`src/rtl/gpu_pkg.sv`:
```
// Shared command codes and controller state encoding for the sprite blitter.
package gpu_pkg;

    localparam logic [3:0] CMD_CLEAR = 4'd0;
    localparam logic [3:0] CMD_DRAW  = 4'd1;

    typedef enum logic [3:0] {
        ST_IDLE,
        ST_CLEAR,
        ST_ROW,
        ST_RD_SPR,
        ST_RD_L,
        ST_WR_L,
        ST_RD_R,
        ST_WR_R,
        ST_FIN
    } state_t;

endpackage

```
`src/rtl/gpu_blit_if.sv`:
```
// Command bundle from the CPU plus the shared RAM read/write ports.
// The blitter connects to the slave modport; the CPU/RAM side uses master.
interface gpu_blit_if #(
    parameter int ADDR_W = 12
);
    logic [3:0]        cmd;
    logic              cmd_valid;
    logic              cmd_ready;
    logic [ADDR_W-1:0] draw_offset;
    logic [3:0]        draw_len;
    logic [7:0]        draw_x;
    logic [7:0]        draw_y;
    logic              wrap_en;
    logic              collision;
    logic              done;
    logic              mem_rd;
    logic [ADDR_W-1:0] mem_rd_addr;
    logic [7:0]        mem_rd_data;
    logic              mem_rd_ack;
    logic              mem_wr;
    logic [ADDR_W-1:0] mem_wr_addr;
    logic [7:0]        mem_wr_data;

    modport master (
        output cmd, cmd_valid, draw_offset, draw_len, draw_x, draw_y, wrap_en,
        output mem_rd_data, mem_rd_ack,
        input  cmd_ready, collision, done,
        input  mem_rd, mem_rd_addr, mem_wr, mem_wr_addr, mem_wr_data
    );

    modport slave (
        input  cmd, cmd_valid, draw_offset, draw_len, draw_x, draw_y, wrap_en,
        input  mem_rd_data, mem_rd_ack,
        output cmd_ready, collision, done,
        output mem_rd, mem_rd_addr, mem_wr, mem_wr_addr, mem_wr_data
    );
endinterface

```
`src/rtl/gpu_row_merge.sv`:
```
// Combinational XOR merge of one shifted sprite byte into a framebuffer byte.
module gpu_row_merge (
    input  logic [7:0] spr_i,
    input  logic [2:0] shift_i,
    input  logic [7:0] old_i,
    input  logic       right_i,
    output logic [7:0] new_o,
    output logic       coll_o
);
    logic [15:0] spread;
    logic [7:0]  part;

    // Upper byte of the spread is the left-column part, lower byte the spill-over.
    assign spread = {spr_i, 8'h00} >> shift_i;
    assign part   = right_i ? spread[7:0] : spread[15:8];
    assign new_o  = old_i ^ part;
    assign coll_o = |(old_i & part);

endmodule

```
`src/rtl/gpu_blit.sv`:
```
// CHIP-8 style sprite engine: CLEAR and XOR DRAW into a byte-packed framebuffer
// held in shared RAM, with per-command clip/wrap and collision reporting.
module gpu_blit
    import gpu_pkg::*;
#(
    parameter int FB_W    = 64,
    parameter int FB_H    = 32,
    parameter int ADDR_W  = 12,
    parameter int FB_BASE = 'h100
) (
    input logic       clk,
    input logic       rst_n,
    gpu_blit_if.slave bus
);
    localparam int BPR = FB_W / 8;
    localparam logic [ADDR_W-1:0] CLR_LAST = ADDR_W'(FB_BASE + FB_H * BPR - 1);

    state_t            state_q;
    logic [ADDR_W-1:0] offset_q, rowBase_q, rdAddr_q, wrAddr_q;
    logic [3:0]        len_q, row_q;
    logic [7:0]        x0_q, y0_q, spr_q, wrData_q;
    logic              wrap_q, rd_q, wr_q, ready_q, done_q, coll_q;

    logic [8:0]        yrRaw, yrWrap;
    logic              rowClipped;
    logic [5:0]        colL, colRRaw, colR;
    logic              rightHit, needRight;
    logic [ADDR_W-1:0] leftAddr, rightAddr;
    logic [7:0]        mergeByte;
    logic              mergeColl, ackNow;

    // Screen row of the current sprite row; clipping ends the draw, wrapping folds it.
    assign yrRaw      = 9'(y0_q) + 9'(row_q);
    assign yrWrap     = 9'(int'(yrRaw) % FB_H);
    assign rowClipped = !wrap_q && (int'(yrRaw) >= FB_H);

    assign colL      = {1'b0, x0_q[7:3]};
    assign colRRaw   = colL + 6'd1;
    assign rightHit  = (colRRaw == 6'(BPR));
    assign colR      = rightHit ? 6'd0 : colRRaw;
    assign needRight = (x0_q[2:0] != 3'd0) && (!rightHit || wrap_q);
    assign leftAddr  = rowBase_q + ADDR_W'(colL);
    assign rightAddr = rowBase_q + ADDR_W'(colR);

    assign ackNow = rd_q && bus.mem_rd_ack;

    gpu_row_merge u_merge (
        .spr_i   (spr_q),
        .shift_i (x0_q[2:0]),
        .old_i   (bus.mem_rd_data),
        .right_i (state_q == ST_RD_R),
        .new_o   (mergeByte),
        .coll_o  (mergeColl)
    );

    // Single controller: every output comes straight from a register.
    always_ff @(posedge clk) begin
        if (!rst_n) begin
            state_q   <= ST_IDLE;
            offset_q  <= '0;
            rowBase_q <= '0;
            rdAddr_q  <= '0;
            wrAddr_q  <= '0;
            len_q     <= '0;
            row_q     <= '0;
            x0_q      <= '0;
            y0_q      <= '0;
            spr_q     <= '0;
            wrData_q  <= '0;
            wrap_q    <= 1'b0;
            rd_q      <= 1'b0;
            wr_q      <= 1'b0;
            ready_q   <= 1'b1;
            done_q    <= 1'b0;
            coll_q    <= 1'b0;
        end else begin
            done_q <= 1'b0;
            wr_q   <= 1'b0;
            case (state_q)
                ST_IDLE: begin
                    if (bus.cmd_valid && ready_q) begin
                        ready_q  <= 1'b0;
                        offset_q <= bus.draw_offset;
                        len_q    <= bus.draw_len;
                        x0_q     <= 8'(int'(bus.draw_x) % FB_W);
                        y0_q     <= 8'(int'(bus.draw_y) % FB_H);
                        wrap_q   <= bus.wrap_en;
                        row_q    <= '0;
                        case (bus.cmd)
                            CMD_CLEAR: begin
                                wr_q     <= 1'b1;
                                wrAddr_q <= ADDR_W'(FB_BASE);
                                wrData_q <= 8'h00;
                                state_q  <= ST_CLEAR;
                            end
                            CMD_DRAW: begin
                                coll_q <= 1'b0;
                                if (bus.draw_len == 4'd0) begin
                                    done_q  <= 1'b1;
                                    state_q <= ST_FIN;
                                end else begin
                                    state_q <= ST_ROW;
                                end
                            end
                            default: begin
                                done_q  <= 1'b1;
                                state_q <= ST_FIN;
                            end
                        endcase
                    end
                end
                ST_CLEAR: begin
                    if (wrAddr_q == CLR_LAST) begin
                        done_q  <= 1'b1;
                        state_q <= ST_FIN;
                    end else begin
                        wr_q     <= 1'b1;
                        wrAddr_q <= wrAddr_q + 1'b1;
                    end
                end
                ST_ROW: begin
                    if (row_q == len_q || rowClipped) begin
                        done_q  <= 1'b1;
                        state_q <= ST_FIN;
                    end else begin
                        rowBase_q <= ADDR_W'(FB_BASE + int'(yrWrap) * BPR);
                        rd_q      <= 1'b1;
                        rdAddr_q  <= offset_q + ADDR_W'(row_q);
                        state_q   <= ST_RD_SPR;
                    end
                end
                ST_RD_SPR: begin
                    if (ackNow) begin
                        spr_q   <= bus.mem_rd_data;
                        rd_q    <= 1'b0;
                        state_q <= ST_RD_L;
                    end
                end
                // First cycle here is the mandatory gap between reads; then issue and wait.
                ST_RD_L: begin
                    if (!rd_q) begin
                        rd_q     <= 1'b1;
                        rdAddr_q <= leftAddr;
                    end else if (ackNow) begin
                        rd_q     <= 1'b0;
                        wr_q     <= 1'b1;
                        wrAddr_q <= leftAddr;
                        wrData_q <= mergeByte;
                        coll_q   <= coll_q | mergeColl;
                        state_q  <= ST_WR_L;
                    end
                end
                ST_WR_L: begin
                    if (needRight) begin
                        rd_q     <= 1'b1;
                        rdAddr_q <= rightAddr;
                        state_q  <= ST_RD_R;
                    end else begin
                        row_q   <= row_q + 4'd1;
                        state_q <= ST_ROW;
                    end
                end
                ST_RD_R: begin
                    if (ackNow) begin
                        rd_q     <= 1'b0;
                        wr_q     <= 1'b1;
                        wrAddr_q <= rightAddr;
                        wrData_q <= mergeByte;
                        coll_q   <= coll_q | mergeColl;
                        state_q  <= ST_WR_R;
                    end
                end
                ST_WR_R: begin
                    row_q   <= row_q + 4'd1;
                    state_q <= ST_ROW;
                end
                ST_FIN: begin
                    ready_q <= 1'b1;
                    state_q <= ST_IDLE;
                end
                default: begin
                    ready_q <= 1'b1;
                    state_q <= ST_IDLE;
                end
            endcase
        end
    end

    assign bus.cmd_ready   = ready_q;
    assign bus.collision   = coll_q;
    assign bus.done        = done_q;
    assign bus.mem_rd      = rd_q;
    assign bus.mem_rd_addr = rdAddr_q;
    assign bus.mem_wr      = wr_q;
    assign bus.mem_wr_addr = wrAddr_q;
    assign bus.mem_wr_data = wrData_q;

endmodule
```
`src/flat_wrapper.sv`:
```
// flat-port wrapper written by rule: the top's interface ports become plain ports
module gpu_blit_flat import gpu_pkg::*;
#(
    parameter int FB_W    = 64,
    parameter int FB_H    = 32,
    parameter int ADDR_W  = 12,
    parameter int FB_BASE = 'h100
)
  (clk, rst_n, bus_cmd, bus_cmd_valid, bus_draw_offset, bus_draw_len, bus_draw_x, bus_draw_y, bus_wrap_en, bus_mem_rd_data, bus_mem_rd_ack, bus_cmd_ready, bus_collision, bus_done, bus_mem_rd, bus_mem_rd_addr, bus_mem_wr, bus_mem_wr_addr, bus_mem_wr_data);
  gpu_blit_if #(.ADDR_W(ADDR_W)) bus_i ();
  input logic clk;
  input logic rst_n;
  input wire logic [$bits(bus_i.cmd)-1:0] bus_cmd;
  input wire logic [$bits(bus_i.cmd_valid)-1:0] bus_cmd_valid;
  input wire logic [$bits(bus_i.draw_offset)-1:0] bus_draw_offset;
  input wire logic [$bits(bus_i.draw_len)-1:0] bus_draw_len;
  input wire logic [$bits(bus_i.draw_x)-1:0] bus_draw_x;
  input wire logic [$bits(bus_i.draw_y)-1:0] bus_draw_y;
  input wire logic [$bits(bus_i.wrap_en)-1:0] bus_wrap_en;
  input wire logic [$bits(bus_i.mem_rd_data)-1:0] bus_mem_rd_data;
  input wire logic [$bits(bus_i.mem_rd_ack)-1:0] bus_mem_rd_ack;
  output wire logic [$bits(bus_i.cmd_ready)-1:0] bus_cmd_ready;
  output wire logic [$bits(bus_i.collision)-1:0] bus_collision;
  output wire logic [$bits(bus_i.done)-1:0] bus_done;
  output wire logic [$bits(bus_i.mem_rd)-1:0] bus_mem_rd;
  output wire logic [$bits(bus_i.mem_rd_addr)-1:0] bus_mem_rd_addr;
  output wire logic [$bits(bus_i.mem_wr)-1:0] bus_mem_wr;
  output wire logic [$bits(bus_i.mem_wr_addr)-1:0] bus_mem_wr_addr;
  output wire logic [$bits(bus_i.mem_wr_data)-1:0] bus_mem_wr_data;
  assign bus_i.cmd = bus_cmd;
  assign bus_i.cmd_valid = bus_cmd_valid;
  assign bus_i.draw_offset = bus_draw_offset;
  assign bus_i.draw_len = bus_draw_len;
  assign bus_i.draw_x = bus_draw_x;
  assign bus_i.draw_y = bus_draw_y;
  assign bus_i.wrap_en = bus_wrap_en;
  assign bus_i.mem_rd_data = bus_mem_rd_data;
  assign bus_i.mem_rd_ack = bus_mem_rd_ack;
  assign bus_cmd_ready = bus_i.cmd_ready;
  assign bus_collision = bus_i.collision;
  assign bus_done = bus_i.done;
  assign bus_mem_rd = bus_i.mem_rd;
  assign bus_mem_rd_addr = bus_i.mem_rd_addr;
  assign bus_mem_wr = bus_i.mem_wr;
  assign bus_mem_wr_addr = bus_i.mem_wr_addr;
  assign bus_mem_wr_data = bus_i.mem_wr_data;
  gpu_blit #(.FB_W(FB_W), .FB_H(FB_H), .ADDR_W(ADDR_W), .FB_BASE(FB_BASE)) u_core (.clk(clk), .rst_n(rst_n), .bus(bus_i));
endmodule
```
`config.mk`:
```
export PLATFORM = sky130hd
export DESIGN_NAME = gpu_blit_flat
export DESIGN_NICKNAME = d
export VERILOG_FILES = /design/src/rtl/gpu_pkg.sv /design/src/rtl/gpu_blit_if.sv /design/src/rtl/gpu_row_merge.sv /design/src/rtl/gpu_blit.sv /design/src/flat_wrapper.sv
export SDC_FILE = /design/constraint.sdc
export NUM_CORES = 1
export LEC_CHECK = 0
export BUFFER_PORTS_ARGS = -buffer_cell sky130_fd_sc_hd__buf_4
export CORE_UTILIZATION = 55
export CTS_CLUSTER_SIZE = 12
export DETAILED_ROUTE_END_ITERATION = 12
export PLACE_DENSITY = 0.78
export RECOVER_POWER = 25
export SYNTH_ARGS = -nofsm -noshare
export SYNTH_HDL_FRONTEND = slang
export SYNTH_SLANG_ARGS = --single-unit
```
`constraint.sdc`:
```
create_clock -name clk -period 3.2 [get_ports clk]
set_input_delay 0.64 -clock clk [delete_from_list [all_inputs] [get_ports clk]]
set_output_delay 0.64 -clock clk [all_outputs]
set_load 0.02 [all_outputs]
```
== After elaboration in Yosys (flattened, before gate mapping) ==
Index checks and enable logic that the tools add are counted.
Widths: inputs -> output; s select.

* Reduce and logical (&&, ||, !) cells: 31
* Shift-type cells: 1
* Bitwise logic cells: 5
* Add/subtract/negate cells: 8
* Equal/unequal tests: 25
* Multiplexer cells: 57
* Magnitude comparators: 1

{| class="wikitable"
|+ Operators with widths
! cell !! count
|-
| $mux 12 || 9
|-
| $pmux 12 s4 || 1
|-
| $mux 4 || 10
|-
| $mux 8 || 5
|-
| $pmux 12 s3 || 1
|-
| $pmux 4 s8 || 1
|-
| $pmux 8 s3 || 1
|-
| $mux 1 || 19
|-
| $eq 4x3->1 const B || 4
|-
| $ne 2x1->1 const B || 8
|-
| $reduce_and 4->1 || 4
|-
| $shr 16x3->16 || 1
|-
| $add 12x1->12 const B || 1
|-
| $add 12x3->12 || 1
|-
| $add 12x4->12 || 1
|-
| $add 12x6->12 || 1
|-
| $eq 12x9->1 const B || 1
|-
| $logic_not 4->1 || 3
|-
| $ne 2x2->1 const B || 6
|-
| $pmux 4 s3 || 1
|-
| $reduce_bool 3->1 || 4
|-
| $add 9x8->10 const A || 1
|-
| $ge 9x6->1 const B || 1
|-
| $and 8x8->8 || 1
|-
| 27 further kinds || 42
|}

* Bits in registers: 93
* Output and inout bits: 37
* Bits of input ports: 49
* Word-level logic and storage cells: 145

== Depth between registers and ports, before layout ==
Gate-level depths: netlist (run 1).

* Word-level depth: 8
* Mapped depth: 11
* Mapped depth without buffers: 9

== Modules after synthesis ==
A second synthesis (run 1) with hierarchy kept.

* Cells, all modules: 618
* Area, all modules: 4987.3 um2

{| class="wikitable"
|+ By module, submodules not included
! module !! area an instance (um2) !! sequential area each (um2) !! instances !! cells each
|-
| gpu_blit || 4520.6 || 1741.7 || 1 || 564
|-
| gpu_row_merge || 466.7 || 0.0 || 1 || 54
|}

== Worst setup path before layout (run 1) ==
No wires, ideal clock.

* Path type: register -> register
* Start: register u_core.state_q[1]
* End: register u_core.coll_q (netlist: u_core.bus.collision)
* Stages on the path, launching flop included: 11
* Buffers on the path: 1
* Data required time: 3061 ps
* Arrival: 2482 ps
* Period minus slack after synthesis: 2621 ps
* Library setup time: 139 ps
* Slack: 579 ps
* Cells stage by stage: dfxtp_1 -> nor4bb_1 -> clkbuf_1 -> nor2_1 -> a2bb2o_1 -> a21oi_1 -> o22ai_1 -> ha_1 -> or4_1 -> nor3_1 -> a221oi_1

* Cells in the longest elaborated chain, start to end: 8
* Elaborated cells on any way between the ends: 15
* Those cells by class: eq/ne (5); mux (4); bitwise (2); reduce/logical (4)

{| class="wikitable"
|+ RTL lines
! what !! line !! text
|-
| start, declared || gpu_blit.sv:18 || <nowiki>state_t state_q;</nowiki>
|-
| start signal, assigned || gpu_blit.sv:59 || <nowiki>state_q <= ST_IDLE;</nowiki>
|-
| start signal, assigned || gpu_blit.sv:94 || <nowiki>state_q <= ST_CLEAR;</nowiki>
|-
| start signal, assigned || gpu_blit.sv:100 || <nowiki>state_q <= ST_FIN;</nowiki>
|-
| $eq 4x3->1 || gpu_blit.sv:51, gpu_blit.sv:79 ||
|-
| $mux 8 || gpu_row_merge.sv:15 || <nowiki>assign part = right_i ? spread[7:0] : spread[15:8];</nowiki>
|-
| $and 8x8->8 || gpu_row_merge.sv:17 || <nowiki>assign coll_o = |(old_i & part);</nowiki>
|-
| $reduce_or 8->1 || gpu_row_merge.sv:17 ||
|-
| $or 1x1->1 || gpu_blit.sv:149, gpu_blit.sv:169 ||
|-
| $mux 1 || gpu_blit.sv:144, gpu_blit.sv:164 ||
|-
| $mux 1 || gpu_blit.sv:141 || <nowiki>if (!rd_q) begin</nowiki>
|-
| $pmux 1 s3 || gpu_blit.sv:79 || <nowiki>case (state_q)</nowiki>
|-
| end signal, assigned || gpu_blit.sv:149 || <nowiki>coll_q <= coll_q | mergeColl;</nowiki>
|-
| end signal, assigned || gpu_blit.sv:169 || <nowiki>coll_q <= coll_q | mergeColl;</nowiki>
|-
| end, declared || gpu_blit.sv:22 || <nowiki>logic wrap_q, rd_q, wr_q, ready_q, done_q, coll_q;</nowiki>
|}

Several ways; a longest one is shown, not always the timed one. The select of a mux whose other input is x is not followed.
A chain may end at the register's enable or synchronous reset.

== Worst setup path after layout (run 1) ==
* Start: register u_core.x0_q[1]
* End: register u_core.coll_q (netlist: u_core.bus.collision)

* Cells in the longest elaborated chain, start to end: 8

{| class="wikitable"
|+ RTL lines
! what !! line !! text
|-
| start, declared || gpu_blit.sv:21 || <nowiki>logic [7:0] x0_q, y0_q, spr_q, wrData_q;</nowiki>
|-
| start signal, assigned || gpu_blit.sv:85 || <nowiki>x0_q <= 8'(int'(bus.draw_x) % FB_W);</nowiki>
|-
| $shr 16x3->16 * || gpu_row_merge.sv:14 || <nowiki>assign spread = {spr_i, 8'h00} >> shift_i;</nowiki>
|-
| $mux 8 * || gpu_row_merge.sv:15 ||
|-
| $and 8x8->8 * || gpu_row_merge.sv:17 ||
|-
| $reduce_or 8->1 * || gpu_row_merge.sv:17 ||
|-
| $or 1x1->1 * || gpu_blit.sv:149, gpu_blit.sv:169 ||
|-
| $mux 1 * || gpu_blit.sv:144, gpu_blit.sv:164 ||
|-
| $mux 1 || gpu_blit.sv:141 ||
|-
| $pmux 1 s3 * || gpu_blit.sv:79 ||
|}

Every way passes the cells marked *; elsewhere a longest branch is shown, timed or not. The select of a mux whose other input is x is not followed.

==> results by group, run 1 <==
Outcome
  – Outcome: finished, final reports clean

Timing
  – Slew Viols, Final: 0
  – Layout Skew: around 15 ps
  – Rel. slew slack: between 40% and 50%
  – Unrepaired setup endpoints after global routing: no
  – Final hold vios: 0
  – Fin crit share: about 84%
  – Tmin final: about 2700 ps
  – Actual slew at the worst max-slew pin: between 800 and 900 ps
  – Setup-failing EPs final: 0
  – Sum Neg Setup Slack: 0 ps
  – Fmax: around 370 MHz

Detailed routing
  – Drt drc: 0
  – Mean routed wirelength per cell: roughly 17 um
  – DR pass1 iterations: 7
  – 1st-iter DRT viols: 421
  – Antenna Nets Post-Route: 0
  – Post-Route WL: around 14000 um
  – Total number of vias: approximately 5000
  – Routed vias/inst: approximately 6

Setup path
  – CP Launch Type: flip-flop
  – Cell chain of the critical path: mux2_2, o21ai_0, o21ai_0, ha_1, or4_1, nor3_1, a221oi_1
  – Maximum fanout along the worst path: 13
  – Critical path class: flip-flop to flip-flop
  – CP endpoint kind: flip-flop
  – Arr. time, crit path: 2930 ps
  – Slowest-stage cell, CP: dfxtp_1
  – Most used cell, CP: o21ai_0
  – CP max stage delay: ~650 ps
  – Crit path required time: 3440 ps

Synth
  – Post-synth ARST share: 0%
  – Synth top area cells: dfxtp_1, nand2_1, mux2i_1
  – Share of the synthesized area in the top cell type: between 30% and 40%
  – YS warnings: 0
  – Synth top cells by count: nand2_1, dfxtp_1, a21oi_1, nor2_1, mux2i_1
  – Mapped Nets: 707
  – Netlist cell types: 70
  – Syn avg cell area: 8.018 um2
  – Cells after Synth: 635
  – Ys flop type: dfxtp_1
  – EDFF count, synth: 0
  – Synth area leader: dfxtp_1
  – Register area share after synthesis: 34.21%
  – Count leader, synth: nand2_1
  – Synthesized area: just over 5000 um2
  – Register bit total from synthesis: 87

Layout
  – Fin area: between 5000 and 6000 um2
  – Layout net count: slightly below 800
  – Layout area overhead: 14.43%
  – # diodes: 0
  – Share of layout cells above drive strength 1: 12.64%
  – Filler cell count: around 800

Die
  – Initial Utilization: 57.54%
  – Die area: 9645 um2
  – Die extent in y: roughly 100 um
  – Die W: about 98 um
  – # IOs: 86
  – Core Box Area: between 8000 and 9000 um2
  – Core Rows: 34

Clocking
  – CTS Buffer Depth: 2
  – Hold_buf cts: 0
  – Setup repair bufs after CTS: 0
  – CTS sink cnt: 87
  – H-tree depth: 3
  – Num CTS Buffers: 9
  – Clock Tree Root: clkbuf_8
  – Clock latency on the worst-skew pair: around 360 ps
  – Post-CTS resize count: 0
  – CTS tree: done
  – Worst-path clk slew: 90 ps

Placement
  – Final GP Congestion: around 0.88
  – Number of port buffers: 80
  – Detailed Place HPWL: ~10000 um
  – Placed Area: about 5800 um2

Worst hold path
  – Hold Path Class: flip-flop to flip-flop

Power
  – Seq pwr share: a little over half
  – P_sw: ~620 uW
  – Gate power share: 12.9%
  – Final total power: 2.164 mW
  – Clock share of power: 33.5%
  – VDD IR max: around 0.23 mV
  – Internal: between 1.5 and 2 mW
  – Leak: about 2.3 nW
  – PD cells: around 370 nW/um2
  – Switch share: 28.75%

Global routing
  – Vias in the first global route: between 4000 and 5000
  – Grt total ovfl: 0
  – Antenna violations before repair: 0
  – Largest net degree at the start of global routing: 45
  – First-pass GRT wire length: between 20000 and 25000 um
  – GRT Util Overall: 29.08%

Job
  – Max-cap violations: 0
-- metrics by stage --
step           std cells  hold WS, ps  util [%]  setup slack, ps
2_1_floorplan        635        440.0         -            579.1
3_3_place_gp         796        439.3     65.12            635.6
3_5_place_dp         796        445.8     65.12            618.4
4_1_cts              812        457.4     67.15            564.2
5_1_grt              812        477.1     65.84            404.0
6_report             812        454.6     65.84            508.7
-- per-layer routing --
layer	global-route usage (%)	share of wire [%]
met1	41.01	46
met2	46.70	46
met3	4.009	5.9
met4	7.807	1.4
met5	0	0
-- area by class of cell --
cell class,count,area [um2],area share [%]
sequential,87,1742,29.90
tap,108,135.1,2.320
inverter,13,48.80,0.8376
timing repair buffer,90,559.3,9.601
clock inverter,5,38.79,0.6658
clock buffer,11,141.4,2.427
multi-input combinational,498,3161,54.25
-- worst paths after layout --
kind | start | end | slack [ps] | cells after the start
worst min register to register | u_core.bus.mem_rd_addr[2] | u_core.bus.mem_rd_addr[2] | 450 | 2
worst min-delay path | u_core.bus.mem_rd_addr[2] | u_core.bus.mem_rd_addr[2] | 450 | 2
worst max register to register | u_core.x0_q[1] | u_core.bus.collision | 510 | 7
worst max-delay path | u_core.x0_q[1] | u_core.bus.collision | 510 | 7
-- power groups by stage --
stage                     Sequential [mW]  Combinational (mW)  Clock (mW)
after CTS                            1.16               0.281       0.727
after floorplan                      1.17               0.182           0
after global placement               1.18               0.273           0
final                                1.16               0.280       0.725
after global routing                 1.16               0.311       0.785
after detailed placement             1.18               0.280           0
-- kinds of logic after synthesis --
| logic type | after synthesis | share of synthesized area [%] |
|---|---|---|
| simple gates | 256 | 24.13 |
| compound gates | 161 | 20.94 |
| flops | 87 | 34.21 |
| buf+inv | 50 | 3.908 |
| mux | 33 | 6.562 |
| xor+xnor | 25 | 4.301 |
| fa+ha+maj | 23 | 5.947 |
-- critical path, delay by kind of cell (launching register included) --
family | cells | cell delay (ps)
flops | 1 | 650
fa+ha+maj | 1 | 190
compound gates | 3 | 620
simple gates | 2 | 700
mux | 1 | 420
-- cells in the final DEF, fill, tap and decap left out, drive strengths merged, types with 4 or more instances in the layout --
master and count:
a211o 4, a211oi 7, a21o 4, a21oi 55, a22o 13, and3 8
buf 59, clkbuf 42, clkinv 4, dfxtp 87, ha 21, inv 13
mux2i 30, nand2 114, nand2b 5, nand3 15, nand4 12, nor2 45
nor3 21, nor4 5, o211ai 8, o21ai 25, o21bai 4, o22ai 10
or3 5, or4 4, xnor2 8, xor2 17
-- sequential cells by signal, indices dropped and copies added (netlist names) --
register	cells
u_core.bus.mem_wr_addr	12
u_core.bus.done	1
u_core.offset_q	12
u_core.x0_q	6
u_core.row_q	4
u_core.bus.mem_wr_data	8
u_core.bus.collision	1
u_core.rowBase_q	6
u_core.len_q	4
u_core.bus.mem_rd_addr	12
u_core.y0_q	5
u_core.bus.mem_rd	1
u_core.bus.mem_wr	1
u_core.bus.cmd_ready	1
u_core.spr_q	8
u_core.state_q	4
u_core.wrap_q	1
Note: power is estimated with default switching activity, not from simulation.
==> run 2: changes to the inputs <==
==> constraint.sdc (replaced) <==
create_clock -name clk -period 2.6 [get_ports clk]
set_input_delay 0.52 -clock clk [delete_from_list [all_inputs] [get_ports clk]]
set_output_delay 0.52 -clock clk [all_outputs]
set_load 0.02 [all_outputs]
==> results by group, run 2 (synthesized netlist as in run 1, its figures left out) <==
Global routing
  – GRT met1 Usage: a little under two fifths
  – Vias in the first global route: between 4000 and 5000
  – Largest net degree at the start of global routing: 40
  – Met3 GRT Util: under 10%
  – Antenna violations before repair: 0
  – GR Util met2: 46.91%
  – GRT Max-Usage Layer: met2
  – First-pass GRT wire length: about 22000 um
  – Grt total ovfl: 0
  – GRT Util Overall: roughly 28%

Power
  – Internal: around 2 mW
  – Clock share of power: about a third
  – Leak: 2.377 nW
  – Switch share: between 20% and 30%
  – Gate power share: approximately an eighth
  – P_sw: 749.0 uW
  – Seq pwr share: 51.8%
  – PD cells: 462.4 nW/um2
  – VDD IR max: ~0.28 mV

Timing
  – Fmax: 403.3 MHz
  – Layout Skew: roughly 11 ps
  – Unrepaired setup endpoints after global routing: no
  – Final WS setup: roughly 120 ps
  – Tmin final: around 2500 ps
  – Slew Viols, Final: 0
  – Final hold vios: 0
  – Setup-failing EPs final: 0
  – Rel. slew slack: between 10 and 15%
  – Sum Neg Setup Slack: 0 ps
  – Fin crit share: a little over nine tenths
  – Actual slew at the worst max-slew pin: 1328 ps

Setup path
  – Crit path required time: about 2800 ps
  – CP Launch Type: flip-flop
  – Arr. time, crit path: 2720 ps
  – CP endpoint kind: flip-flop
  – Critical path class: flip-flop to flip-flop
  – Maximum fanout along the worst path: 17
  – Cell chain of the critical path: buf_6, nor3b_1, nand2_1, a2bb2o_1, a21oi_2, o22ai_1, ha_1, or4_1, nor3_1, a221oi_1
  – CP max stage delay: roughly 510 ps
  – Slowest-stage cell, CP: or4_1

Layout
  – Commonest cells after routing, fill and taps aside: nand2_1, dfxtp_1, buf_4, a21oi_1, nor2_1
  – Share of layout cells above drive strength 1: 14.45%
  – Layout net count: between 700 and 800
  – # diodes: 0
  – Layout area overhead: 16.79%
  – Finished Layout Cells: approximately 820
  – Final core utilization: 67.19%
  – Commonest non-fill, non-tap cell in the layout: nand2_1

Clocking
  – Setup repair bufs after CTS: 0
  – Worst-path clk slew: 90 ps
  – CTS tree: done
  – H-tree depth: 3
  – Num CTS Buffers: 9
  – CTS Buffer Depth: 2
  – Clock latency on the worst-skew pair: 360 ps
  – Clock Tree Root: clkbuf_8
  – CTS sink cnt: between 80 and 90

Placement
  – Pre-CTS setup slack: roughly 59 ps
  – Number of port buffers: 80
  – Dpl cells: approximately 810
  – Final GP Congestion: between 0.8 and 0.9
  – Detailed Place HPWL: around 10000 um

Detailed routing
  – Drt drc: 0
  – Antenna Nets Post-Route: 0
  – Mean routed wirelength per cell: 16.74 um
  – Total number of vias: 5009
  – 1st-iter DRT viols: 436
  – Routed vias/inst: about 6.1
  – Post-Route WL: between 10000 and 15000 um
  – DR pass1 iterations: 7

Die
  – Initial Utilization: 57.54%
  – Die W: 98.21 um
  – Die extent in y: slightly below 100 um
  – Die area: roughly 9600 um2
  – Core Rows: 34
  – # IOs: 86
  – Core Box Area: just under 9000 um2

Job
  – Max-cap violations: 0

Worst hold path
  – Hold Path Class: input pin to flip-flop

Outcome
  – Outcome: finished, final reports clean
## run 2: cell types whose count changed in the layout (fill, tap and decap cells not counted), sizes merged
cell / previous run / this run
bufinv: 0 / 1
clkinv: 4 / 3
clkbuf: 42 / 41
inv: 13 / 12
buf: 59 / 70
## run 2: path summary, 6_finish.rpt
check                           cells after the start  slack, ps                      start                        end
worst max-delay path                               10        120          u_core.state_q[3]       u_core.bus.collision
worst min-delay path                                3        400         bus_draw_offset[9]         u_core.offset_q[9]
worst max register to register                     10        120          u_core.state_q[3]       u_core.bus.collision
worst min register to register                      2        460  u_core.bus.mem_rd_addr[4]  u_core.bus.mem_rd_addr[4]
## run 2: per-layer routing
layer,share of wire (%),up-vias
met3,5.7,28
li1,-,2444
met2,47,178
met4,2.5,0
met1,45,2359
met5,0,-
## run 2: power by group through the flow
stage | logic [mW] | registers [mW] | clock network, mW
detailed placement | 0.360 | 1.45 | 0
floorplan | 0.224 | 1.44 | 0
finish | 0.362 | 1.42 | 0.965
global route | 0.401 | 1.43 | 1.03
CTS | 0.362 | 1.42 | 0.981
global placement | 0.353 | 1.45 | 0
## run 2: timing repair
item,in CTS,in global routing
hold endpoints to repair,0,0
gates resized for setup,0,6
hold buffers,0,0
setup endpoints to repair,0,1
## run 2: area by class of cell
class	instances	area, um2
fillers	769	2903
clock buffers	11	141.4
clock inverters	4	55.05
flip-flops and latches	87	1744
well taps	108	135.1
repair buffers	100	641.9
multi-input cells	498	3179
inverters	13	48.80
## run 2: worst max-delay path: cells and delay by family (launching register included)
family,cells,cell delay (ps)
AND/OR/NAND/NOR,4,900
AO/OA/AOI/OAI,4,680
flip-flops,1,390
buffers and inverters,1,190
adder cells (fa/ha/maj),1,190
## run 2: per-stage QoR
| step | hold WS, ps | power [mW] | instance area [um2] |
|---|---|---|---|
| floorplan | 440.0 | 1.663 | 5092 |
| global placement | 441.3 | 1.802 | 5837 |
| detailed placement | 449.5 | 1.812 | 5837 |
| CTS | 387.8 | 2.763 | 6033 |
| global route | 407.1 | 2.863 | 5946 |
| finish | 398.3 | 2.750 | 5946 |
==> run 3: changes to the inputs <==
--- a/config.mk
+++ b/config.mk
@@ -7,6 +7,7 @@
 export LEC_CHECK = 0
 export BUFFER_PORTS_ARGS = -buffer_cell sky130_fd_sc_hd__buf_4
 export CORE_UTILIZATION = 55
+export CTS_CLUSTER_DIAMETER = 40
 export CTS_CLUSTER_SIZE = 12
 export DETAILED_ROUTE_END_ITERATION = 12
 export PLACE_DENSITY = 0.78
==> constraint.sdc (replaced) <==
create_clock -name clk -period 2.3 [get_ports clk]
set_input_delay 0.46 -clock clk [delete_from_list [all_inputs] [get_ports clk]]
set_output_delay 0.46 -clock clk [all_outputs]
set_load 0.02 [all_outputs]
==> results by group, run 3 (synthesized netlist as in run 1, its figures left out) <==
Outcome
  – Failing checks: setup timing
  – Outcome: finished with violations

Global routing
  – Grt total ovfl: 0
  – Antenna violations before repair: 0
  – Largest net degree at the start of global routing: 61
  – GRT Util Overall: between 30 and 40%
  – Vias in the first global route: between 4000 and 5000
  – First-pass GRT wire length: roughly 24000 um

Timing
  – Sum Neg Setup Slack: -54.56 ps
  – Fmax: between 400 and 500 MHz
  – Slew Viols, Final: 0
  – Fin crit share: 102.4%
  – Actual slew at the worst max-slew pin: about 940 ps
  – Setup-failing EPs final: 1
  – Final hold vios: 0
  – Rel. slew slack: between 30% and 40%
  – Tmin final: about 2400 ps
  – Unrepaired setup endpoints after global routing: yes
  – Final WS setup: -54.56 ps
  – Layout Skew: approximately 11 ps

Die
  – Die W: slightly below 100 um
  – Die area: around 9600 um2
  – Core Box Area: ~9000 um2
  – Initial Utilization: between 50 and 60%
  – Die extent in y: just under 100 um
  – # IOs: 86
  – Core Rows: 34

Clocking
  – Num CTS Buffers: 9
  – CTS sink cnt: slightly below 90
  – Setup repair bufs after CTS: 0
  – CTS tree: done
  – Clock Tree Root: clkbuf_8
  – CTS Buffer Depth: 2
  – Clock latency on the worst-skew pair: roughly 360 ps
  – H-tree depth: 3
  – Worst-path clk slew: approximately 90 ps

Placement
  – Final GP Congestion: 0.9328
  – Detailed Place HPWL: approximately 11000 um
  – Number of port buffers: 80
  – Dpl cells: 828

Setup path
  – Crit path required time: between 2000 and 3000 ps
  – CP endpoint kind: flip-flop
  – Critical path class: flip-flop to flip-flop
  – CP Launch Type: flip-flop
  – Maximum fanout along the worst path: 6
  – Slack of the worst reg-to-reg path: -50 ps
  – Arr. time, crit path: 2560 ps

Power
  – P_sw: 908.0 uW
  – Clock share of power: a little under two fifths
  – Internal: roughly 2.4 mW
  – VDD IR max: between 0.3 and 0.4 mV
  – Switch share: between 20% and 30%
  – Seq pwr share: 48.6%
  – Final total power: approximately 3.3 mW
  – PD cells: ~530 nW/um2
  – Gate power share: roughly 14%
  – Leak: 2.518 nW

Detailed routing
  – Metal3 WL: about 1100 um
  – 1st-iter DRT viols: about 400
  – Post-Route WL: 14570 um
  – Routed vias/inst: between 6 and 7
  – M1 WL: approximately 6200 um
  – Mean routed wirelength per cell: roughly 17 um
  – Met2 wire len: 6915 um
  – DR pass1 iterations: 7
  – Antenna Nets Post-Route: 0
  – Total number of vias: 5204
  – Top routing layer in use: met4
  – Drt drc: 0

Layout
  – Commonest cells after routing, fill and taps aside: nand2_1, buf_4, dfxtp_1, a21oi_1, nor2_1
  – # diodes: 0
  – Layout net count: roughly 800
  – Final core utilization: between 70% and 80%
  – Finished Layout Cells: about 840
  – Commonest non-fill, non-tap cell in the layout: nand2_1
  – Filler cell count: 764
  – Layout area overhead: 22.46%
  – Share of layout cells above drive strength 1: 19.70%

Job
  – Max-cap violations: 0

Worst hold path
  – Hold Path Class: input pin to flip-flop
## run 3: cell types whose count changed in the layout (fill, tap and decap cells not counted), sizes merged
cell	previous run	this run
inv	12	14
clkbuf	41	39
buf	70	93
clkinvlp	1	0
bufinv	1	2
## run 3: repair_timing
item / CTS / global route
pin swaps: 3 / 0
setup endpoints to repair: 1 / 22
hold buffers: 0 / 0
gates resized for setup: 5 / 15
## run 3: path summary, 6_finish.rpt
path,from,to,depth (start not counted)
setup / recovery,u_core.state_q[3],u_core.bus.collision,10
hold / removal,bus_draw_offset[11],u_core.offset_q[11],3
setup reg to reg,u_core.state_q[3],u_core.bus.collision,10
hold reg to reg,u_core.bus.mem_rd_addr[2],u_core.bus.mem_rd_addr[2],2
## run 3: final cells by class
cell class / instances / area, um2 / share of cell area (%)
Tap cell: 108 / 135.1 / 2.167
Clock buffer: 10 / 127.6 / 2.047
Clock inverter: 6 / 97.59 / 1.565
Multi-Input combinational cell: 498 / 3258 / 52.26
Sequential cell: 87 / 1748 / 28.04
Timing Repair Buffer: 122 / 819.5 / 13.14
Inverter: 13 / 48.80 / 0.7827
## run 3: per-layer routing
layer | vias to the layer above | track usage, %
met5 | - | 0
met2 | 217 | 52.11
met1 | 2462 | 39.01
met4 | 0 | 10.33
li1 | 2491 | -
met3 | 34 | 6.514
## run 3: through the flow
stage          hold WS (ps)  setup WS (ps)  instance area (um2)
2_1_floorplan         440.0         -36.67                 5131
3_3_place_gp          440.1         -69.39                 6040
3_5_place_dp          442.8         -109.1                 6040
4_1_cts               333.0         -50.99                 6292
5_1_grt               333.6         -163.0                 6235
6_report              342.1         -54.56                 6235
## run 3: power groups by stage
| stage | combinational [mW] | sequential, mW | clock [mW] |
|---|---|---|---|
| detailed placement | 0.452 | 1.63 | 0 |
| global route | 0.506 | 1.61 | 1.30 |
| floorplan | 0.258 | 1.63 | 0 |
| CTS | 0.457 | 1.60 | 1.24 |
| finish | 0.464 | 1.60 | 1.23 |
| global placement | 0.441 | 1.63 | 0 |
## run 3: critical path, stage by stage (launching register included)
cell and delay, ps:
dfxtp_2 340, nor4bb_2 280, buf_4 200, nor2_4 40, a2bb2o_4 210, a21oi_4 140, o22ai_1 120, ha_2 190
or4_4 430, nor3_4 160, a221oi_2 100
